### src/rtl/memory_controller_if.sv
// Bus bundle between the core pipeline, the memory controller and the word memory.
// The controller sits on the slave modport. The master modport is the core
// pipeline side together with the memory, which returns mem_output_data.
interface memory_controller_if;
    // instruction-fetch port
    logic        inst_req;
    logic [31:0] inst_address;
    logic        inst_ack;
    logic [31:0] inst_data;
    logic        inst_err;

    // load/store data port
    logic        data_req;
    logic        data_write;
    logic [1:0]  data_size;
    logic        data_unsigned;
    logic [31:0] data_address;
    logic [31:0] data_wdata;
    logic        data_ack;
    logic [31:0] data_rdata;
    logic        data_err;

    // memory side
    logic [31:0] mem_address;
    logic [31:0] mem_input_data;
    logic        mem_should_write;
    logic [31:0] mem_output_data;

    modport slave (
        input  inst_req, inst_address,
        output inst_ack, inst_data, inst_err,
        input  data_req, data_write, data_size, data_unsigned, data_address, data_wdata,
        output data_ack, data_rdata, data_err,
        output mem_address, mem_input_data, mem_should_write,
        input  mem_output_data
    );

    modport master (
        output inst_req, inst_address,
        input  inst_ack, inst_data, inst_err,
        output data_req, data_write, data_size, data_unsigned, data_address, data_wdata,
        input  data_ack, data_rdata, data_err,
        input  mem_address, mem_input_data, mem_should_write,
        output mem_output_data
    );
endinterface

### src/rtl/memory_controller.sv
// Memory controller: round-robin arbitration between the fetch and load/store
// ports onto a single-port word memory (registered read on the rising edge,
// write on the falling edge). Handles sub-word loads with extension, sub-word
// stores by read-modify-write, and rejects misaligned/out-of-range accesses.
module memory_controller #(
    parameter int unsigned MEM_SIZE_WORDS = 256
) (
    input  logic             clock,
    input  logic             reset,
    memory_controller_if.slave bus
);

    localparam logic [33:0] MEM_LIMIT = 34'(MEM_SIZE_WORDS) * 34'd4;

    typedef enum logic [2:0] {
        IDLE,
        READ,
        RESP,
        WRITE,
        RMW_READ,
        RMW_WRITE,
        ERR
    } state_t;

    state_t      state;
    logic        grant_inst;       // 1 = current access belongs to the fetch port
    logic        last_grant_inst;  // 1 = last grant went to fetch, 0 = data
    logic [1:0]  addr_lo_q;        // byte lane of the latched address
    logic [1:0]  size_q;
    logic        unsigned_q;
    logic [31:0] wdata_q;

    logic        inst_ack_q;
    logic        inst_err_q;
    logic        data_ack_q;
    logic        data_err_q;
    logic [31:0] mem_address_q;
    logic        mem_write_q;

    // arbitration / error-check results for the current IDLE cycle
    logic        pick_inst;
    logic        pick_data;
    logic [31:0] sel_addr;
    logic        out_of_range;
    logic        sel_err;

    // datapath values that depend on the memory's registered output
    logic [7:0]  byte_lane;
    logic [15:0] half_lane;
    logic [31:0] load_value;
    logic [4:0]  lane_shift;
    logic [31:0] lane_mask;
    logic [31:0] lane_data;
    logic [31:0] merged_word;

    // Round-robin pick of a requester and the error check for its request.
    always_comb begin
        pick_inst    = bus.inst_req && (!bus.data_req || !last_grant_inst);
        pick_data    = bus.data_req && !pick_inst;
        sel_addr     = pick_inst ? bus.inst_address : bus.data_address;
        out_of_range = ({2'b00, sel_addr} >= MEM_LIMIT);
        if (pick_inst) begin
            sel_err = (sel_addr[1:0] != 2'b00) || out_of_range;
        end else begin
            case (bus.data_size)
                2'b00:   sel_err = out_of_range;
                2'b01:   sel_err = sel_addr[0] || out_of_range;
                2'b10:   sel_err = (sel_addr[1:0] != 2'b00) || out_of_range;
                default: sel_err = 1'b1;
            endcase
        end
    end

    // Access sequencer; acks, errors and memory controls are registered so
    // they appear in the cycle of the state that owns them.
    always_ff @(posedge clock) begin
        if (reset) begin
            state           <= IDLE;
            grant_inst      <= 1'b0;
            last_grant_inst <= 1'b0;
            addr_lo_q       <= '0;
            size_q          <= '0;
            unsigned_q      <= 1'b0;
            wdata_q         <= '0;
            inst_ack_q      <= 1'b0;
            inst_err_q      <= 1'b0;
            data_ack_q      <= 1'b0;
            data_err_q      <= 1'b0;
            mem_address_q   <= '0;
            mem_write_q     <= 1'b0;
        end else begin
            inst_ack_q  <= 1'b0;
            inst_err_q  <= 1'b0;
            data_ack_q  <= 1'b0;
            data_err_q  <= 1'b0;
            mem_write_q <= 1'b0;
            case (state)
                IDLE: begin
                    if (pick_inst || pick_data) begin
                        grant_inst      <= pick_inst;
                        last_grant_inst <= pick_inst;
                        addr_lo_q       <= sel_addr[1:0];
                        size_q          <= pick_inst ? 2'b10 : bus.data_size;
                        unsigned_q      <= bus.data_unsigned;
                        wdata_q         <= bus.data_wdata;
                        if (sel_err) begin
                            state <= ERR;
                            if (pick_inst) begin
                                inst_ack_q <= 1'b1;
                                inst_err_q <= 1'b1;
                            end else begin
                                data_ack_q <= 1'b1;
                                data_err_q <= 1'b1;
                            end
                        end else if (pick_inst || !bus.data_write) begin
                            state         <= READ;
                            mem_address_q <= sel_addr;
                        end else if (bus.data_size == 2'b10) begin
                            state         <= WRITE;
                            mem_address_q <= sel_addr;
                            mem_write_q   <= 1'b1;
                            data_ack_q    <= 1'b1;
                        end else begin
                            state         <= RMW_READ;
                            mem_address_q <= sel_addr;
                        end
                    end
                end
                READ: begin
                    state <= RESP;
                    if (grant_inst) inst_ack_q <= 1'b1;
                    else            data_ack_q <= 1'b1;
                end
                RMW_READ: begin
                    state       <= RMW_WRITE;
                    mem_write_q <= 1'b1;
                    data_ack_q  <= 1'b1;
                end
                RESP, WRITE, RMW_WRITE, ERR: state <= IDLE;
                default: state <= IDLE;
            endcase
        end
    end

    // Lane extraction and sign/zero extension of the word returned in RESP.
    always_comb begin
        case (addr_lo_q)
            2'b00:   byte_lane = bus.mem_output_data[7:0];
            2'b01:   byte_lane = bus.mem_output_data[15:8];
            2'b10:   byte_lane = bus.mem_output_data[23:16];
            default: byte_lane = bus.mem_output_data[31:24];
        endcase
        half_lane = addr_lo_q[1] ? bus.mem_output_data[31:16] : bus.mem_output_data[15:0];
        case (size_q)
            2'b00:   load_value = unsigned_q ? {24'h000000, byte_lane}
                                             : {{24{byte_lane[7]}}, byte_lane};
            2'b01:   load_value = unsigned_q ? {16'h0000, half_lane}
                                             : {{16{half_lane[15]}}, half_lane};
            default: load_value = bus.mem_output_data;
        endcase
    end

    // Read-modify-write merge: replace the addressed byte/half in the old word.
    always_comb begin
        if (size_q == 2'b00) begin
            lane_shift = {addr_lo_q, 3'b000};
            lane_mask  = 32'h0000_00FF << lane_shift;
            lane_data  = {24'h000000, wdata_q[7:0]} << lane_shift;
        end else begin
            lane_shift = {addr_lo_q[1], 4'b0000};
            lane_mask  = 32'h0000_FFFF << lane_shift;
            lane_data  = {16'h0000, wdata_q[15:0]} << lane_shift;
        end
        merged_word = (bus.mem_output_data & ~lane_mask) | lane_data;
    end

    // Read data and write data are combinational off the memory's registered
    // output, because that output only becomes valid in RESP / RMW_WRITE.
    always_comb begin
        bus.inst_data = (state == RESP && grant_inst) ? bus.mem_output_data : '0;
        bus.data_rdata = (state == RESP && !grant_inst) ? load_value : '0;
        case (state)
            WRITE:     bus.mem_input_data = wdata_q;
            RMW_WRITE: bus.mem_input_data = merged_word;
            default:   bus.mem_input_data = '0;
        endcase
    end

    assign bus.inst_ack         = inst_ack_q;
    assign bus.inst_err         = inst_err_q;
    assign bus.data_ack         = data_ack_q;
    assign bus.data_err         = data_err_q;
    assign bus.mem_address      = mem_address_q;
    assign bus.mem_should_write = mem_write_q;

endmodule

### src/flat_wrapper.sv
// flat-port wrapper written by rule: the top's interface ports become plain ports
module memory_controller_flat 
#(
    parameter int unsigned MEM_SIZE_WORDS = 256
)
  (clock, reset, bus_inst_req, bus_inst_address, bus_inst_ack, bus_inst_data, bus_inst_err, bus_data_req, bus_data_write, bus_data_size, bus_data_unsigned, bus_data_address, bus_data_wdata, bus_data_ack, bus_data_rdata, bus_data_err, bus_mem_address, bus_mem_input_data, bus_mem_should_write, bus_mem_output_data);
  memory_controller_if bus_i ();
  input  logic clock;
  input  logic reset;
  input wire logic [$bits(bus_i.inst_req)-1:0] bus_inst_req;
  input wire logic [$bits(bus_i.inst_address)-1:0] bus_inst_address;
  output wire logic [$bits(bus_i.inst_ack)-1:0] bus_inst_ack;
  output wire logic [$bits(bus_i.inst_data)-1:0] bus_inst_data;
  output wire logic [$bits(bus_i.inst_err)-1:0] bus_inst_err;
  input wire logic [$bits(bus_i.data_req)-1:0] bus_data_req;
  input wire logic [$bits(bus_i.data_write)-1:0] bus_data_write;
  input wire logic [$bits(bus_i.data_size)-1:0] bus_data_size;
  input wire logic [$bits(bus_i.data_unsigned)-1:0] bus_data_unsigned;
  input wire logic [$bits(bus_i.data_address)-1:0] bus_data_address;
  input wire logic [$bits(bus_i.data_wdata)-1:0] bus_data_wdata;
  output wire logic [$bits(bus_i.data_ack)-1:0] bus_data_ack;
  output wire logic [$bits(bus_i.data_rdata)-1:0] bus_data_rdata;
  output wire logic [$bits(bus_i.data_err)-1:0] bus_data_err;
  output wire logic [$bits(bus_i.mem_address)-1:0] bus_mem_address;
  output wire logic [$bits(bus_i.mem_input_data)-1:0] bus_mem_input_data;
  output wire logic [$bits(bus_i.mem_should_write)-1:0] bus_mem_should_write;
  input wire logic [$bits(bus_i.mem_output_data)-1:0] bus_mem_output_data;
  assign bus_i.inst_req = bus_inst_req;
  assign bus_i.inst_address = bus_inst_address;
  assign bus_inst_ack = bus_i.inst_ack;
  assign bus_inst_data = bus_i.inst_data;
  assign bus_inst_err = bus_i.inst_err;
  assign bus_i.data_req = bus_data_req;
  assign bus_i.data_write = bus_data_write;
  assign bus_i.data_size = bus_data_size;
  assign bus_i.data_unsigned = bus_data_unsigned;
  assign bus_i.data_address = bus_data_address;
  assign bus_i.data_wdata = bus_data_wdata;
  assign bus_data_ack = bus_i.data_ack;
  assign bus_data_rdata = bus_i.data_rdata;
  assign bus_data_err = bus_i.data_err;
  assign bus_mem_address = bus_i.mem_address;
  assign bus_mem_input_data = bus_i.mem_input_data;
  assign bus_mem_should_write = bus_i.mem_should_write;
  assign bus_i.mem_output_data = bus_mem_output_data;
  memory_controller #(.MEM_SIZE_WORDS(MEM_SIZE_WORDS)) u_core (.clock(clock), .reset(reset), .bus(bus_i));
endmodule
### config.mk
export PLATFORM = sky130hd
export DESIGN_NAME = memory_controller_flat
export DESIGN_NICKNAME = d
export VERILOG_FILES = /design/src/rtl/memory_controller_if.sv /design/src/rtl/memory_controller.sv /design/src/flat_wrapper.sv
export SDC_FILE = /design/constraint.sdc
export NUM_CORES = 1
export LEC_CHECK = 0
export ABC_AREA = 0
export ABC_CLOCK_PERIOD_IN_PS = 3100
export BUFFER_PORTS_ARGS = -buffer_cell sky130_fd_sc_hd__buf_2
export CORE_ASPECT_RATIO = 0.6
export CORE_UTILIZATION = 41
export CTS_CLUSTER_DIAMETER = 40
export CTS_CLUSTER_SIZE = 16
export DETAILED_ROUTE_END_ITERATION = 6
export PLACE_DENSITY = 0.8
export SYNTH_ARGS = -nofsm -noshare
export SYNTH_HDL_FRONTEND = slang
export SYNTH_SLANG_ARGS = --single-unit
### constraint.sdc
create_clock -name clock -period 3.1 [get_ports clock]
set_input_delay 0.93 -clock clock [delete_from_list [all_inputs] [get_ports clock]]
set_output_delay 0.93 -clock clock [all_outputs]
set_load 0.005 [all_outputs]
; Word-level counts from Yosys, hierarchy flattened
; Cells that the tools add are included.
[totals]
register_bits = 78
out_inout_bits = 133
[op_classes]
reduce_logical = 22
n_mux = 34
shift = 4
bitwise_logic = 6
n_eq_ne = 11
n_lt_le_gt_ge = 1
[op_table]
columns = cell, n
row1 = 32-bit two-way mux, 7
row2 = 32-bit one-hot mux with 2 select lines, 2
row3 = 32-bit AND, 1
row4 = "32-bit by 11-bit greater-or-equal comparator with 1-bit output, second input constant", 1
row5 = 32-bit inverter, 1
row6 = 32-bit OR, 1
row7 = 16-bit by 5-bit << shifter with 32-bit output, 1
row8 = "16-bit by 5-bit << shifter with 32-bit output, first input constant", 1
row9 = 8-bit by 5-bit << shifter with 32-bit output, 1
row10 = "8-bit by 5-bit << shifter with 32-bit output, first input constant", 1
row11 = 8-bit one-hot mux with 3 select lines, 1
row12 = 16-bit two-way mux, 1
row13 = 1-bit two-way mux, 13
row14 = 3-bit two-way mux, 4
row15 = 3-bit one-hot mux with 3 select lines, 1
row16 = "2-bit by 1-bit == test with 1-bit output, second input constant", 3
row17 = "3-bit by 2-bit == test with 1-bit output, second input constant", 2
row18 = "3-bit == test, second input constant", 2
row19 = 2-bit logical NOT, 3
row20 = 1-bit one-hot mux with 3 select lines, 2
row21 = 1-bit logical OR, 5
row22 = "2-bit == test, second input constant", 2
row23 = 1-bit logical AND, 4
row24 = 1-bit logical NOT, 4
row25 = 11 further kinds, 14

; Depth between registers and ports, before layout
[depth]
word_depth = 11
depth_mapped = 8
depth_no_buf = 5

; Least setup slack after synthesis
; Ideal clock, no wire load.
[synth_path]
path_type = input to output
start = input bus_mem_output_data[31]
end = output bus_data_rdata[21]
t_required_ns = 2.170
path_slack_ns = 0.045
stages = 6
t_arrival_ns = 2.125
path_cell_list = mux4_2 > a21oi_1 > a21oi_1 > o21ai_2 > buf_2 > a21oi_1
[synth_between]
elab_chain_len = 4
[synth_rtl]
columns = element, line
row1 = from (decl), flat_wrapper.sv:27  ; input wire logic [$bits(bus_i.mem_output_data)-1:0] bus_mem_output_data;
row2 = 8-bit one-hot mux with 3 select lines / 16-bit two-way mux (equally long branches), "memory_controller.sv:147, memory_controller.sv:153"
row3 = 32-bit two-way mux (on tied branches), "memory_controller.sv:155, memory_controller.sv:157"
row4 = 32-bit one-hot mux with 2 select lines (*), memory_controller.sv:154  ; case (size_q)
row5 = 32-bit two-way mux (*), memory_controller.sv:181  ; bus.data_rdata = (state == RESP && !grant_inst) ? load_value : '0;
row6 = to (decl), flat_wrapper.sv:22  ; output wire logic [$bits(bus_i.data_rdata)-1:0] bus_data_rdata;
; Every way passes the cells marked *; elsewhere a longest branch is shown, timed or not.

; Worst setup path after layout
[layout_path]
start = input bus_mem_output_data[31]
end = output bus_data_rdata[26]
; The elaborated chain is that of the path after synthesis.

==> flow_summary.rst <==
.. list-table::
   :header-rows: 1

   * - Metric
     - Value
   * - Run status
     - finished, violations left
   * - Failing checks
     - setup timing
   * - Row count
     - 30
   * - Core Util, Final
     - 0.602
   * - Required @ worst endpoint
     - roughly 2.2 ns
   * - Remaining antenna violation count
     - 0
   * - Final WS setup
     - -0.123 ns
   * - Clock net sink count
     - between 70 and 80
   * - Mean routed wirelength per cell
     - 17.6 um
   * - Headroom to the max-slew limit
     - 0.347
   * - Most common library cell in the layout ignoring fill and taps
     - sky130_fd_sc_hd__buf_2
   * - Fillers
     - a little over 1000
   * - Pre-CTS setup slack
     - -0.186 ns
   * - H-tree levels
     - 3
   * - Cell Count Post-Placement
     - 1019
   * - Post-route clock period utilization
     - 1.04
   * - Vias
     - ~5700
   * - Count of endpoints failing setup in the final report
     - 24
   * - Final max-slew violation count
     - 0
   * - Footprint of the flip-flops and latches
     - between 0.0015 and 0.002 mm2
   * - Accumulated negative setup slack
     - -2.09 ns
   * - Number of inserted diodes
     - 0
   * - Most used cells in the layout excluding fill and tap cells
     - sky130_fd_sc_hd__buf_2, sky130_fd_sc_hd__nand2_1, sky130_fd_sc_hd__dfxtp_1, sky130_fd_sc_hd__a21oi_1, sky130_fd_sc_hd__o21ai_0
   * - GR Overflow Total
     - 0
   * - Fin. Hold Viols
     - 0
   * - Slew at the pin with the worst max-slew slack
     - a little under 1 ns
   * - Critical Path Fanout Max
     - 12
   * - Maximum number of buffers from clock root to sink
     - 2
   * - Clk root buf
     - sky130_fd_sc_hd__clkbuf_16
   * - Peak supply drop
     - between 300 and 400 uV
   * - Core Footprint
     - around 0.011 mm2
   * - Width of the chip
     - around 140 um
   * - Remaining design rule violation count
     - 0
   * - Initial core utilization
     - 0.421
   * - Net Count, Synth
     - between 700 and 800
   * - Post-synthesis sequential element count
     - approximately 80
   * - CTS tree
     - built
   * - Post-CTS clock slew at the launch and capture registers of the worst setup and hold paths
     - 0.06 ns
   * - Power per Cell Area
     - roughly 450 mW/mm2
   * - Boundary pin count
     - about 270
   * - Via count of the first global-routing pass
     - 5080
   * - Initial antenna violation count
     - 0
   * - Setup crit start kind
     - input port
   * - Cells along the critical path
     - buf_8 > mux4_2 > a21oi_4 > a21oi_2 > o21ai_2 > buf_12 > a21oi_1 > buf_2
   * - Leakage
     - between 3 and 4 nW
   * - Crit path capture type
     - output pin
   * - DRT Wirelength
     - 18.2 mm
   * - Area of the die
     - roughly 0.012 mm2
   * - Async set-or-reset flop fraction in the synthesized netlist
     - 0
   * - Cell type contributing the most total cell area after synthesis
     - sky130_fd_sc_hd__dfxtp_1
   * - Area taken by multi-input logic gates
     - between 0.002 and 0.003 mm2
   * - Highest attainable clock frequency
     - about 0.31 GHz
   * - Critical setup path kind
     - input port to output pin
   * - First-pass iteration count of the detailed router
     - 7
   * - Part of the Yosys area used for sequential elements
     - 0.329
   * - Share of post-route cells with drive strength above 1
     - 0.445
   * - Synthesized cell area
     - 0.00475 mm2
   * - Unrepaired setup endpoints after global routing
     - yes
   * - Total global routing track utilization
     - 0.302
   * - Total half-perimeter wirelength after legalization and detailed placement
     - roughly 14 mm
   * - Number of design-rule violations left by the first detailed-router iteration
     - between 500 and 600
   * - Synthesized netlist cell count
     - around 610
   * - Ranking of synthesized cells by area
     - sky130_fd_sc_hd__dfxtp_1, sky130_fd_sc_hd__nand2_1, sky130_fd_sc_hd__a21oi_1
   * - Final cell count without fillers
     - approximately 1000
   * - Worst clock skew
     - around 0.013 ns
   * - Number of vias per cell
     - 5.52
   * - Latest clock arrival within the worst-skew pair
     - 0.33 ns
   * - Maximum single-stage delay on the critical path
     - 0.52 ns
   * - Max-capacitance violation count
     - 0
   * - Shortest clock period the worst path allows after layout
     - approximately 3.2 ns
   * - Yosys warns
     - 0
   * - Nets
     - just over 1000
   * - Largest net degree at the start of global routing
     - 44
   * - Leading register cell type out of synthesis
     - sky130_fd_sc_hd__dfxtp_1
   * - CP Data Arrival Time
     - between 2 and 2.5 ns
   * - Share of the synthesized area in the top cell type
     - 0.329
   * - Number of enable flip-flop cells after synthesis
     - 0
   * - Die Ht
     - approximately 85 um
   * - Slowest-stage cell, CP
     - sky130_fd_sc_hd__mux4_2
   * - Number of buffers added to fix hold violations after cts
     - 0
   * - Final RePlAce weighted congestion
     - approximately 1.0
   * - Wire length of the first global-routing pass
     - approximately 28 mm
   * - Clock buffer count from CTS
     - 9
   * - Count of distinct cell types in the synthesized netlist
     - 57
   * - P&R area growth vs syn
     - 43.0%
   * - Mean cell area of the mapped netlist
     - a little under 8 um2
   * - IO Port Bufs
     - about 270
   * - Hold Crit Class
     - register to register
==> final timing paths <==
path	startpoint	to	slack, ns	cells past startpoint
worst max-delay path	bus_mem_output_data[31]	bus_data_rdata[26]	-0.12	8
worst min-delay path	u_core.wdata_q[22]	u_core.wdata_q[22]	0.46	2
worst max register to register	u_core.grant_inst	u_core.bus.mem_address[11]	0.94	6
worst min register to register	u_core.wdata_q[22]	u_core.wdata_q[22]	0.46	2
==> sequential cells by signal (all words and copies together), names as in the netlist <==
register                     flops
u_core.bus.inst_ack              1
u_core.bus.data_err              1
u_core.addr_lo_q                 2
u_core.grant_inst                1
u_core.state                     3
u_core.bus.inst_err              1
u_core.wdata_q                  32
u_core.size_q                    2
u_core.bus.data_ack              1
u_core.unsigned_q                1
u_core.bus.mem_address          32
u_core.bus.mem_should_write      1
==> where the power goes <==
group          switching, W  total, W  leakage [nW]  internal, W
combinational      0.000520  0.000890          2.58     0.000370
sequential        0.0000441   0.00110         0.636      0.00106
clock              0.000429   0.00106         0.143     0.000630
total              0.000993   0.00305          3.36      0.00206
==> kinds of logic (layout without fill, tap and decap cells) <==
logic type	count (synthesis)	count (layout)	synth area share
DFF	78	78	0.329
AOI/OAI and AO/OA	195	195	0.272
buffers and inverters	69	342	0.0655
and+or+nand+nor	238	239	0.258
muxes	25	25	0.0761
==> worst max-delay path: cells and delay by family <==
| family | cells | cell delay [ns] |
|---|---|---|
| AO/OA/AOI/OAI | 4 | 0.42 |
| multiplexers | 1 | 0.52 |
| buffers and inverters | 3 | 0.41 |
==> timing repair <==
action | CTS | global route
setup buffers | 2 | 1
gates resized for setup | 24 | 9
endpoints found under the hold margin | 0 | 0
setup endpoints to repair | 22 | 43
pin swaps | 2 | 0
cloned | 1 | 0
==> per-layer routing <==
layer	up-vias	global-route usage	share of wire
li1	2710	-	-
met1	2686	0.439	0.46
met2	308	0.444	0.43
met3	33	0.0796	0.10
met4	0	0.0642	0.012
met5	-	0	0
==> Yosys cell counts, drive strengths merged, types with 3 or more instances <==
cell type and instances:
nand2 117, dfxtp 78, a21oi 62, and2 54
o21ai 44, clkbuf 31, inv 21, nor2 19
buf 17, a211oi 14, nor4 14, a31oi 11
mux2i 11, a21o 10, a221oi 10, nand3 9
nand3b 9, a22o 8, a22oi 8, a311oi 8
mux4 8, o22ai 8, mux2 6, nor3 3
o21a 3
==> cell type report <==
type,instances,share of cell area
flip-flops and latches,78,0.230
well taps,160,0.0294
inverters,21,0.0116
multi-input cells,459,0.441
clock buffers,10,0.0337
clock inverters,6,0.0101
repair buffers,305,0.244
==> stage by stage <==
| stage | hold WS, ns | power [W] | cell area, um2 |
|---|---|---|---|
| global placement | 0.438 | 0.00191 | 6350 |
| detailed placement | 0.446 | 0.00192 | 6350 |
| CTS | 0.460 | 0.00302 | 6750 |
| floorplan | 0.437 | 0.00159 | 4750 |
| global route | 0.483 | 0.00321 | 6800 |
| finish | 0.458 | 0.00305 | 6800 |
Power figures use the tool's default switching activity.
